### src/rtl/pe_array3x3_ctrl.sv
// Sequencer for a 3x3 window engine built from three pe_array1x3 row stages.
// Accepted windows travel a registered delay line that enables each row stage and flags the finished result.
module pe_array3x3_ctrl #(
    parameter int PE_LAT = 4,
    parameter int CNT_W  = 16
) (
    input  logic             clk,
    input  logic             rst_n,
    input  logic             ctrl_start,
    input  logic [CNT_W-1:0] ctrl_win_num,
    output logic             ctrl_busy,
    output logic             ctrl_done,
    input  logic             win_valid,
    output logic             win_ready,
    output logic             pe3_array0_valid,
    output logic             pe3_array1_valid,
    output logic             pe3_array2_valid,
    output logic [1:0]       pe3_row_sel,
    output logic             pe3_o_valid,
    output logic [CNT_W-1:0] out_cnt,
    output logic [1:0]       dbg_state
);

    // Bit k of the delay line is high at t+1+k for an accept at t.
    localparam int DL_LEN = 3 * PE_LAT + 1;

    typedef enum logic [1:0] {
        S_IDLE  = 2'd0,
        S_RUN   = 2'd1,
        S_DRAIN = 2'd2,
        S_DONE  = 2'd3
    } state_t;

    state_t             state_q, state_d;
    logic [CNT_W-1:0]   win_num_q, win_num_d;
    logic [CNT_W-1:0]   issued_q, issued_d;
    logic [CNT_W-1:0]   out_cnt_q, out_cnt_d;
    logic [DL_LEN-1:0]  dl_q, dl_d;
    logic               accept;

    // Handshake: a window moves when win_valid and win_ready are both high
    // in the same cycle; win_ready never depends on win_valid.
    always_comb begin
        state_d   = state_q;
        win_num_d = win_num_q;
        issued_d  = issued_q;
        out_cnt_d = out_cnt_q;

        win_ready = (state_q == S_RUN) && (issued_q < win_num_q);
        accept    = win_valid && win_ready;
        dl_d      = {dl_q[DL_LEN-2:0], accept};

        if (accept) begin
            issued_d = issued_q + CNT_W'(1);
        end
        if (dl_q[3*PE_LAT] && (out_cnt_q < win_num_q)) begin
            out_cnt_d = out_cnt_q + CNT_W'(1);
        end

        case (state_q)
            S_IDLE: begin
                if (ctrl_start) begin
                    win_num_d = ctrl_win_num;
                    issued_d  = '0;
                    out_cnt_d = '0;
                    state_d   = (ctrl_win_num == '0) ? S_DONE : S_RUN;
                end
            end
            S_RUN: begin
                if (issued_q == win_num_q) begin
                    state_d = S_DRAIN;
                end
            end
            S_DRAIN: begin
                if (out_cnt_q == win_num_q) begin
                    state_d = S_DONE;
                end
            end
            S_DONE: begin
                state_d = S_IDLE;
            end
            default: begin
                state_d = S_IDLE;
            end
        endcase
    end

    always_ff @(posedge clk or negedge rst_n) begin
        if (!rst_n) begin
            state_q   <= S_IDLE;
            win_num_q <= '0;
            issued_q  <= '0;
            out_cnt_q <= '0;
            dl_q      <= '0;
        end else begin
            state_q   <= state_d;
            win_num_q <= win_num_d;
            issued_q  <= issued_d;
            out_cnt_q <= out_cnt_d;
            dl_q      <= dl_d;
        end
    end

    always_comb begin
        ctrl_busy        = (state_q != S_IDLE);
        ctrl_done        = (state_q == S_DONE);
        pe3_array0_valid = dl_q[0];
        pe3_array1_valid = dl_q[PE_LAT];
        pe3_array2_valid = dl_q[2*PE_LAT];
        pe3_o_valid      = dl_q[3*PE_LAT];
        out_cnt          = out_cnt_q;
        dbg_state        = state_q;
        // The lowest active row stage owns the fetch path.
        if (dl_q[0]) begin
            pe3_row_sel = 2'd0;
        end else if (dl_q[PE_LAT]) begin
            pe3_row_sel = 2'd1;
        end else if (dl_q[2*PE_LAT]) begin
            pe3_row_sel = 2'd2;
        end else begin
            pe3_row_sel = 2'd3;
        end
    end

endmodule
### config.mk
export PLATFORM = sky130hd
export DESIGN_NAME = pe_array3x3_ctrl
export DESIGN_NICKNAME = d
export VERILOG_FILES = /design/src/rtl/pe_array3x3_ctrl.sv
export SDC_FILE = /design/constraint.sdc
export NUM_CORES = 1
export LEC_CHECK = 0
export ABC_AREA = 1
export CORE_AREA = 2 2 89 91
export DETAILED_ROUTE_END_ITERATION = 8
export DIE_AREA = 0 0 91 93
export PLACE_DENSITY_LB_ADDON = 0.3
export RECOVER_POWER = 50
export SLEW_MARGIN = 5
export SYNTH_ARGS = -nofsm -noshare
export SYNTH_HDL_FRONTEND = slang
export SYNTH_SLANG_ARGS = --single-unit
### constraint.sdc
create_clock -name clk -period 2.2 [get_ports clk]
set_input_delay 0.33 -clock clk [delete_from_list [all_inputs] [get_ports clk]]
set_output_delay 0.33 -clock clk [all_outputs]
set_load 0.005 [all_outputs]
==> flow_summary.toml <==
[yosys]
ys_types = 37
synth_area_mm2 = 0.00421
ys_top_cells_by_area = "dfrtp_1 (37%), ha_1 (12%), nand2_1 (11%)"
async_flop_share_pct = 100
syn_area_per_cell_um2 = 7.73
yosysTopAreaCell = "dfrtp_1"
yosys_warnings = 0
synth_top_area_share_pct = 37.5
synth_nets = 603
synth_flop_cell = "dfrtp_1"
ys_seq_area_share_pct = 37.5
synth_common_cells = "nand2_1 (126), inv_1 (89), nor2_1 (70)"
synth_edf_count = 0
syn_inst = 544
ys_ff_latch = 63
yosysMostFrequentCell = "nand2_1"

[power_and_ir_drop]
ir_worst_vdd_uv = 713
leakage_nw = 2.58
powerDensity_mw_per_mm2 = 945
p_clk_share_pct = 23.6
p_int_mw = 3.00
p_comb_share_pct = 43.7
swShare_pct = 39.5
p_seq_share_pct = 32.7
switchingPower_mw = 1.96

[floorplanning]
die_area_mm2 = 0.00846
initial_core_util_pct = 55.9
io_pins = 47
rows = 32
chipHeight_um = 93
die_w_um = 91
core_area_mm2 = 0.00753

[finish]
register_area_mm2 = 0.00158
syn_to_final_growth_pct = 24.7
multi_input_area_mm2 = 0.00229
drive_gt1_share_pct = 17.0
nNetsFinal = 677
diodes = 0
fillCellCount = 609
final_cells = 725

[worst_setup_path]
crit_slowest_cell = "clkdlybuf4s50_1"
crit_buf_inv = 3
critPathCaptureType = "primary output"
crit_chain = "inv_1, ha_1, inv_1, clkdlybuf4s50_1"
crit_required_ns = 1.87
crit_path_max_fanout = 5
critPathKind = "register to primary output"
crit_path_max_incr_delay_ns = 0.51
crit_family = "buffers and inverters"
timing.critical_path.mode_cell = "inv_1"
cp.arrival_ns = 1.74
cp-start-kind = "register"

[clocking]
cts_tree = "yes"
clockRootBuffer = "clkbuf_8"
cts_num_sinks = 63
clockBufferDepth = 2
cts_buffers = 9
h-tree-depth = 3
clkSlewWorstSetupHoldPaths_ns = 0.08
insertion_delay_ns = 0.35

[timing]
max_freq_mhz = 484
post-route-period-util_pct = 94.0
relSlewSlack_pct = 5.96
tightest_slew_ns = 1.41
finClkSkew_ns = 0.0109
finalSetupViolations = 0
fin_setup_tns_ns = 0
finalHoldViolCount = 0
drv_slew = 0
period_minus_slack_ns = 2.07
grt_setup_unrepaired = "false"

[grt]
grtUsageTotal_pct = 25.8
overflow = 0
grt_first_pass_wirelength_um = 17400
grt_max_degree = 42
grt_pass1_vias = 3858
antenna_found_initial = 0

[detailed_routing]
dr.pass1.iters = 7
ant_nets = 0
routed-via-count = 3811
drc = 0
wire_per_inst_um = 14.2
viasPerCell = 5.26
drt_wl_total_um = 10300
initialDrtViolationCount = 243

[placed_design]
portBuffers = 46
placedCellCount = 693
routabilityCongestion = 0.927
place_hpwl_um = 7300

[status]
status = "complete, no violations"

[flow_run]
maxCapViolations = 0

[hold_path]
hp-class = "register to register"
[layout make-up]
cell class	instances	area share, %
multi-input cells	378	43.6
repair buffers	75	13.1
inverters	91	6.51
clock buffers	9	2.36
well taps	102	2.43
clock inverters	7	1.98
flip-flops and latches	63	30.0
[metal layers]
| layer | GRT usage (%) | wire length (um) | up-vias |
|---|---|---|---|
| met2 | 45.4 | 5130 | 160 |
| met5 | 0 | 0 | - |
| met3 | 6.85 | 704 | 26 |
| li1 | - | - | 1875 |
| met1 | 30.1 | 4180 | 1750 |
| met4 | 10.4 | 296 | 0 |
[power by group through the flow]
stage                     Combinational [mW]  Clock [mW]  Sequential (mW)
final                                   2.17        1.17             1.62
after global routing                    2.42        1.24             1.66
after floorplan                         1.32           0             1.59
after detailed placement                1.94           0             1.62
after CTS                               2.07        1.19             1.61
after global placement                  1.84           0             1.61
[flip-flops by register name, summed over array words and instances (netlist names)]
signal	cells
issued_q	16
dbg_state	2
out_cnt	16
win_num_q	16
dl_q	13
[cells by family after synthesis]
logic type,Yosys count,share of synthesized area [%]
and+or+nand+nor,283,31.6
buffers and inverters,103,10.4
DFF,63,37.5
AOI/OAI and AO/OA,51,7.88
adders and majority gates,39,11.6
xor gates and xnor gates,5,1.04
[layout by cell type (no fill, tap or decap), types with 8 or more instances in the layout]
cell type,count
nand2_1,123
inv_1,77
nor2_1,68
dfrtp_1,63
clkdlybuf4s50_1,44
nand3_1,38
ha_1,33
buf_4,26
o21ai_0,20
inv_2,14
a21oi_1,10
nand4_1,10
nand2_2,9
clkbuf_8,9
nor3_1,8
nand3_2,8
[stage by stage]
stage / cell area (um^2) / util (%) / hold WS [ns] / total power, mW / worst slack, ns
3_3_place_gp: 4820 / 64.0 / 0.335 / 3.45 / 0.121
2_1_floorplan: 4210 / - / 0.0344 / 2.91 / 0.461
4_1_cts: 5190 / 69.0 / 0.354 / 4.86 / 0.00392
5_1_grt: 5250 / 69.7 / 0.355 / 5.31 / 0.0420
3_5_place_dp: 4820 / 64.0 / 0.336 / 3.56 / 0.0555
6_report: 5250 / 69.7 / 0.352 / 4.96 / 0.133
[final timing paths]
| kind | start | endpoint | slack (ns) | cells after the start |
|---|---|---|---|---|
| max | dbg_state[0] | ctrl_busy | 0.13 | 4 |
| min | dl_q[7] | dl_q[8] | 0.35 | 0 |
| max reg2reg | win_num_q[15] | out_cnt[15] | 0.17 | 13 |
| min reg2reg | dl_q[7] | dl_q[8] | 0.35 | 0 |
| max in group asynchronous | rst_n | win_num_q[9] | 0.34 | 3 |
| min in group asynchronous | rst_n | dl_q[12] | 0.84 | 2 |
[what timing repair did]
| item | CTS | global route |
|---|---|---|
| endpoints found under the hold margin | 1 | 0 |
| buffers inserted | 11 | 4 |
| setup endpoints to repair | 1 | 5 |
| pin swaps | 5 | 6 |
| resized for setup | 11 | 17 |
| hold buffers | 1 | 0 |
Power figures use the tool's default switching activity.
